<file path="src/rtl/flow_ctrl_fsm_n.sv">
// Flow-control state machine for an NCH-channel FIFO bank.
// Watches per-channel FIFO flags and drives pause/continue/error back to
// the sources, a global idle flag, and the almost-full/almost-empty
// thresholds the FIFOs should use. All outputs are registered.
module flow_ctrl_fsm_n #(
  parameter int               NCH    = 4,
  parameter int               THR_W  = 3,
  parameter logic [THR_W-1:0] AF_RST = 3'd6,
  parameter logic [THR_W-1:0] AE_RST = 3'd1,
  parameter int               CNT_W  = 4
) (
  input  logic             clk,
  input  logic             rst,
  input  logic             enb,
  input  logic             iniciar_in,
  input  logic             err_clr_in,
  input  logic [THR_W-1:0] umbral_af_in,
  input  logic [THR_W-1:0] umbral_ae_in,
  input  logic [NCH-1:0]   almost_full_in,
  input  logic [NCH-1:0]   full_in,
  input  logic [NCH-1:0]   almost_empty_in,
  input  logic [NCH-1:0]   empty_in,
  output logic [THR_W-1:0] umbral_af_out,
  output logic [THR_W-1:0] umbral_ae_out,
  output logic [4:0]       estado,
  output logic             idle,
  output logic [NCH-1:0]   pausa,
  output logic [NCH-1:0]   continuar,
  output logic [NCH-1:0]   error,
  output logic [CNT_W-1:0] err_cnt
);

  typedef enum logic [4:0] {
    ST_RESET  = 5'b00001,
    ST_INIT   = 5'b00010,
    ST_IDLE   = 5'b00100,
    ST_ACTIVE = 5'b01000,
    ST_ERROR  = 5'b10000
  } stateT;

  stateT            stateQ;
  stateT            stateNext;
  logic [THR_W-1:0] afNext;
  logic [THR_W-1:0] aeNext;
  logic             idleNext;
  logic [NCH-1:0]   pausaNext;
  logic [NCH-1:0]   contNext;
  logic [NCH-1:0]   errorNext;
  logic [CNT_W-1:0] cntNext;
  logic             anyFull;
  logic             allEmpty;
  logic             enterError;
  logic [NCH-1:0]   pauseSet;
  logic [NCH-1:0]   pauseClr;
  logic [NCH-1:0]   hystPausa;

  assign estado = stateQ;

  // Next state and next registered outputs; every target gets a default first.
  always_comb begin
    stateNext  = stateQ;
    afNext     = umbral_af_out;
    aeNext     = umbral_ae_out;
    idleNext   = 1'b0;
    pausaNext  = '0;
    contNext   = '0;
    errorNext  = '0;
    cntNext    = err_cnt;
    enterError = 1'b0;

    anyFull   = |full_in;
    allEmpty  = &empty_in;
    pauseSet  = almost_full_in;
    pauseClr  = (almost_empty_in | empty_in) & ~almost_full_in;
    hystPausa = (pausa & ~pauseClr) | pauseSet;

    case (stateQ)
      ST_RESET: begin
        stateNext = ST_INIT;
      end
      ST_INIT: begin
        afNext = umbral_af_in;
        aeNext = umbral_ae_in;
        if (iniciar_in) begin
          stateNext = ST_IDLE;
          idleNext  = allEmpty;
        end
      end
      ST_IDLE: begin
        if (anyFull) begin
          enterError = 1'b1;
        end else if (!allEmpty) begin
          stateNext = ST_ACTIVE;
          pausaNext = hystPausa;
          contNext  = ~hystPausa;
        end else begin
          idleNext = 1'b1;
        end
      end
      ST_ACTIVE: begin
        if (anyFull) begin
          enterError = 1'b1;
        end else if (allEmpty) begin
          stateNext = ST_IDLE;
          idleNext  = 1'b1;
        end else begin
          pausaNext = hystPausa;
          contNext  = ~hystPausa;
        end
      end
      ST_ERROR: begin
        if (err_clr_in) begin
          stateNext = ST_INIT;
        end else begin
          pausaNext = '1;
          errorNext = error | full_in;
        end
      end
      default: begin
        stateNext = ST_RESET;
      end
    endcase

    if (enterError) begin
      stateNext = ST_ERROR;
      pausaNext = '1;
      contNext  = '0;
      errorNext = full_in;
      cntNext   = (err_cnt == {CNT_W{1'b1}}) ? err_cnt : err_cnt + CNT_W'(1);
    end
  end

  // State and output registers: synchronous reset wins, enb low holds everything.
  always_ff @(posedge clk) begin
    if (!rst) begin
      stateQ        <= ST_RESET;
      umbral_af_out <= AF_RST;
      umbral_ae_out <= AE_RST;
      idle          <= 1'b0;
      pausa         <= '0;
      continuar     <= '0;
      error         <= '0;
      err_cnt       <= '0;
    end else if (enb) begin
      stateQ        <= stateNext;
      umbral_af_out <= afNext;
      umbral_ae_out <= aeNext;
      idle          <= idleNext;
      pausa         <= pausaNext;
      continuar     <= contNext;
      error         <= errorNext;
      err_cnt       <= cntNext;
    end
  end

endmodule
</file>
<file path="config.mk">
export PLATFORM = sky130hd
export DESIGN_NAME = flow_ctrl_fsm_n
export DESIGN_NICKNAME = d
export VERILOG_FILES = /design/src/rtl/flow_ctrl_fsm_n.sv
export SDC_FILE = /design/constraint.sdc
export NUM_CORES = 1
export LEC_CHECK = 0
export CAP_MARGIN = 15
export CORE_UTILIZATION = 43
export DETAILED_ROUTE_END_ITERATION = 8
export PLACE_DENSITY = 0.81
export SLEW_MARGIN = 5
export SYNTH_ARGS = -nofsm -noshare
export SYNTH_HDL_FRONTEND = slang
export SYNTH_SLANG_ARGS = --single-unit
</file>
<file path="constraint.sdc">
create_clock -name clk -period 2.58 [get_ports clk]
set_input_delay 0.516 -clock clk [delete_from_list [all_inputs] [get_ports clk]]
set_output_delay 0.516 -clock clk [all_outputs]
set_load 0.02 [all_outputs]
</file>
# Yosys cells after proc, flatten, opt, wreduce, memory -nomap -nowiden
# Index checks and enable logic that the tools add are counted.
# classes
mux	26
eq_ne	12
reduce_logical	6
n_addsub	1
bitwise	9
# ops
operator	count
4-bit two-way mux	11
5-bit two-way mux	7
5-bit one-hot mux with 5 select lines	1
3-bit != test, second input constant	6
4-bit inverter	3
4-bit bitwise OR	3
4-bit AND	2
4-bit one-hot mux with 2 select lines	1
7-bit AND reduction	1
5-bit by 1-bit == test with 1-bit output, second input constant	1
5-bit by 2-bit == test with 1-bit output, second input constant	1
5-bit by 3-bit == test with 1-bit output, second input constant	1
5-bit by 4-bit == test with 1-bit output, second input constant	1
5-bit == test, second input constant	1
1-bit two-way mux	5
4-bit by 1-bit adder with 4-bit output, second input constant	1
4-bit == test, second input constant	1
4-bit AND reduction	1
4-bit OR reduction	1
3-bit AND reduction	1
1-bit one-hot mux with 2 select lines	1
2-bit AND reduction	1
2-bit OR reduction	1
1-bit inverter	1
# word_totals
ff_bits	28
out_inout_bits	28
word_cells	62

# Longest topological paths before layout
# logic_depth
depth_word	10
depth_mapped	6
mapped_depth_nobuf	5

# Least setup slack after synthesis
# Ideal clock, no wire load.
# synth_timing
path_kind	reg2reg
startpoint	register stateQ[1] (netlist: estado[1])
endpoint	register err_cnt[3]
path_stages_with_launch	7
arrival_time_ns	1.925
setup_time_ns	0.128
required_time_ns	2.452
slack_ns	0.527
period_less_slack_ns	2.053
n_path_buf	1
cell_sequence	dfxtp_1 buf_6 or3_4 or4b_4 or3_1 xor2_1 nor2_1
# synth_via
elab_chain_cells	4
elab_cells_between_ends	5
cone_classes	eq/ne (2); mux (1); reduce/logical (2)
# synth_lines
element	line_no	source
from (decl)	41	stateT stateQ;
from (signal assigned)	145	stateQ <= stateNext;
5-bit by 4-bit == test with 1-bit output / 5-bit by 3-bit == test with 1-bit output (equally long branches)	77	case (stateQ)
2-bit OR reduction (no line) (*)	n/a	
1-bit two-way mux (*)	n/a	
3-bit AND reduction (no line) (*)	n/a	
to (signal assigned)	152	err_cnt <= cntNext;
to (decl)	30	output logic [CNT_W-1:0] err_cnt
# Every way passes the cells marked *; elsewhere a longest branch is shown, timed or not.
# A chain may end at the register's enable or synchronous reset.

# Final worst setup path
# layout_timing
startpoint	input port full_in[1]
endpoint	register stateQ[1] (netlist: estado[1])
# layout_via
elab_chain_cells	5
elab_cells_between_ends	11
cone_classes	eq/ne (6); mux (3); reduce/logical (2)
# layout_lines
element	line_no	source
from (decl)	20	input logic [NCH-1:0] full_in,
4-bit OR reduction (*)	71	anyFull = |full_in;
1-bit two-way mux	90, 101	
1-bit two-way mux	n/a	
3-bit != test (no line)	n/a	
7-bit AND reduction (no line)	n/a	
# Marked as above.

==> flow_summary.yaml <==
floorplan:
  ios: 55
  die_area_sq_mm: 0.00343
  dieHeight_um: 58.5
  rows: 20
  initial_utilization: 0.450
  coreArea_sq_mm: 0.00305
  die_x_um: 58.5
place:
  numPortBuffers: 54
  routabilityCongestion: 0.836
  dp_hpwl_um: 2630
  placed_cell_area_sq_mm: 0.00196
  dpl.cell_count: 253
sta:
  max_slew.worst_pin.slew_ns: 0.641
  finalCriticalPeriod_ns: 2.12
  skew_ns: 0.00334
  tns_ns: 0
  max_freq_ghz: 0.472
  rsz0062_at_grt: "no"
  timing.final.crit_share: 0.822
  hold_violations: 0
  finalMaxSlewViolations: 0
  slew_headroom: 0.569
  finalSetupViolCount: 0
clocking:
  clockBufferDepth: 2
  cts_buffers: 3
  cts_resized: 0
  root_buffer: "clkbuf_4"
  htreeDepth: 1
  ctsHoldBuffers: 0
  postCtsSetupBuffers: 0
  cts.sinks: 28
  cts.clk_slew.worst_paths_ns: 0.15
  cts_tree: "done"
  insertion_delay_ns: 0.32
min_path:
  holdCritStartpoint: "error[3]$_SDFFE_PN0P_"
  whs_path_depth: 2
  hold_path_class: "reg2reg"
  hold_end: "error[3]$_SDFFE_PN0P_"
global_routing:
  grt_max_degree: 27
  first_global_vias: 1248
  grt.busiest_layer: "met2"
  track_usage: 0.209
  gr-usage-met1: 0.270
  grt_first_pass_wirelength_um: 5420
  use_met2: 0.342
  overflow: 0
  grtUsageMet3: 0.0286
  antenna_found_initial: 0
drt:
  routedWlPerCell_um: 13.7
  drt-pass1-iter-count: 4
  drtIter0Drc: 58
  viasPerCell: 5.48
  route.vias.total: 1408
  drtAntennaViolNets: 0
  drc: 0
  drt_wl_total_um: 3530
synthesis:
  yosys.area_share.simple: 0.279
  synthMuxAreaShare: 0.0656
  ys_seq_area_frac: 0.408
  synth.area.top_cells: "dfxtp_1, mux2i_1, nor2_1"
  ys_ff_latch: 28
  synth-xor-area-share: 0.0255
  postSynthNetCount: 187
  syn_area_sq_mm: 0.00137
  yosys.area.top_type: "dfxtp_1"
  synth_fa_ha_area_frac: 0.00911
  async_reset_ff_frac: 0
  synth_top_family_by_area: "simple AND/OR/NAND/NOR gates"
  synth.top_cell.area_share: 0.408
  dominantRegCellSynth: "dfxtp_1"
  synth_cell_types: 38
  synth_area_per_cell_sq_um: 8.64
  synth_compound_area_frac: 0.174
  synth_edf_count: 0
  yosysWarnings: 0
  syn_inst: 159
outcome:
  status: "completed"
power_and_ir_drop:
  power_frac_comb: 0.166
  leakagePower_nw: 0.716
  switching_share: 0.249
  pwr-share-clk: 0.268
  power_switching_mw: 0.199
  powerDensity_mw_per_mm2: 399
  internal-power_mw: 0.599
  max-vdd-ir-drop_mv: 0.209
  p_seq_frac: 0.566
layout:
  n_fill_cell: 300
  final_common_cell: "clkdlybuf4s50_1"
  post_route_cells_drive_above_1_share: 0.0751
  final_cell_mix: "clkdlybuf4s50_1, dfxtp_1, nor2_1"
  area_delta_synth_final_pct: 45.6
  nNetsFinal: 242
  final_cell_area_sq_mm: 0.00200
  antennaDiodeCount: 0
  seqCellArea_sq_um: 561
  multi_input_area_sq_um: 759
  layoutNonFillerInstCount: 257
critical_path:
  r2r_slack_ns: 0.48
  r2r-start: "estado[1]$_SDFFE_PN0P_"
  critPathKind: "in2reg"
  cp-start-kind: "primary input"
  cp.required_ns: 2.84
  critPathCaptureType: "flop"
  worst_ep_arrival_time_ns: 2.38
  path_max_fanout: 6
  reg2reg_to: "err_cnt[3]$_SDFFE_PN0P_"
  worstRegToRegCells: 5
job:
  drv_cap: 0
## synth_stat cells (2+ instances only)
cell and count:
nand4b_1 3, nor2_1 19, xnor2_1 3, nand4_1 4, dfxtp_1 28, a21oi_1 6
inv_1 3, a31oi_1 8, nand2_1 9, clkbuf_1 7, o22ai_1 4, nor3b_1 4
nor2b_1 5, nand3_1 6, mux2i_1 9, or3_1 3, o21ai_0 14, or4b_4 2
nor3_1 3
## metrics by stage
step	power, mW	hold WS, ns	util	worst slack (ns)
2_1_floorplan	0.521	0.544	-	0.527
3_3_place_gp	0.589	0.455	0.643	0.190
3_5_place_dp	0.592	0.460	0.643	0.121
4_1_cts	0.806	0.479	0.655	0.473
5_1_grt	0.829	0.513	0.655	0.302
6_report	0.798	0.477	0.655	0.460
## worst max-delay path by stage
| stage | start | to | slack (ns) | depth (start not counted) |
|---|---|---|---|---|
| after global routing | full_in[1] | estado[3]$_SDFFE_PN0P_ | 0.30 | 7 |
| after global placement | full_in[3] | err_cnt[3]$_SDFFE_PN0P_ | 0.19 | 6 |
| final | full_in[1] | estado[1]$_SDFFE_PN0P_ | 0.46 | 7 |
| after CTS | estado[1]$_SDFFE_PN0P_ | estado[1] | 0.47 | 1 |
| after detailed placement | full_in[3] | err_cnt[3]$_SDFFE_PN0P_ | 0.12 | 6 |
| after floorplan | estado[1]$_SDFFE_PN0P_ | err_cnt[3]$_SDFFE_PN0P_ | 0.53 | 6 |
## state kept, by name, summed over array words and instances (netlist names)
name           flops
estado             5
continuar          4
err_cnt            4
error              4
pausa              4
umbral_ae_out      3
umbral_af_out      3
idle               1
## routing by layer
layer / part of all wire / routed length [um]
met2: 0.49 / 1740
met3: 0.048 / 168
met5: 0 / 0
met4: 0.018 / 63
met1: 0.44 / 1550
## critical path: stages
cell and delay [ns]:
clkdlybuf4s50_1 0.44, nor4_1 0.59, nand4b_1 0.24, o21ai_0 0.21, buf_4 0.16, o21ai_0 0.07, a21oi_1 0.15
## area by class of cell
cell class                      instances  area share
Clock buffer                            4      0.0181
Timing Repair Buffer                   59       0.289
Multi-Input combinational cell        119       0.380
Tap cell                               44      0.0275
Inverter                                3     0.00563
Sequential cell                        28       0.280
## logic make-up after synthesis
kind of cell | after synthesis
compound gates | 38
xor+xnor | 4
fa+ha+maj | 1
buf+inv | 12
flops | 28
mux | 9
simple gates | 67
## power groups by stage
| stage | Sequential [mW] | Combinational [mW] | Clock (mW) |
|---|---|---|---|
| floorplan | 0.465 | 0.0559 | 0 |
| global placement | 0.460 | 0.130 | 0 |
| detailed placement | 0.460 | 0.132 | 0 |
| CTS | 0.451 | 0.132 | 0.222 |
| global route | 0.453 | 0.142 | 0.234 |
| finish | 0.451 | 0.132 | 0.214 |
(Power assumes the default switching activity.)
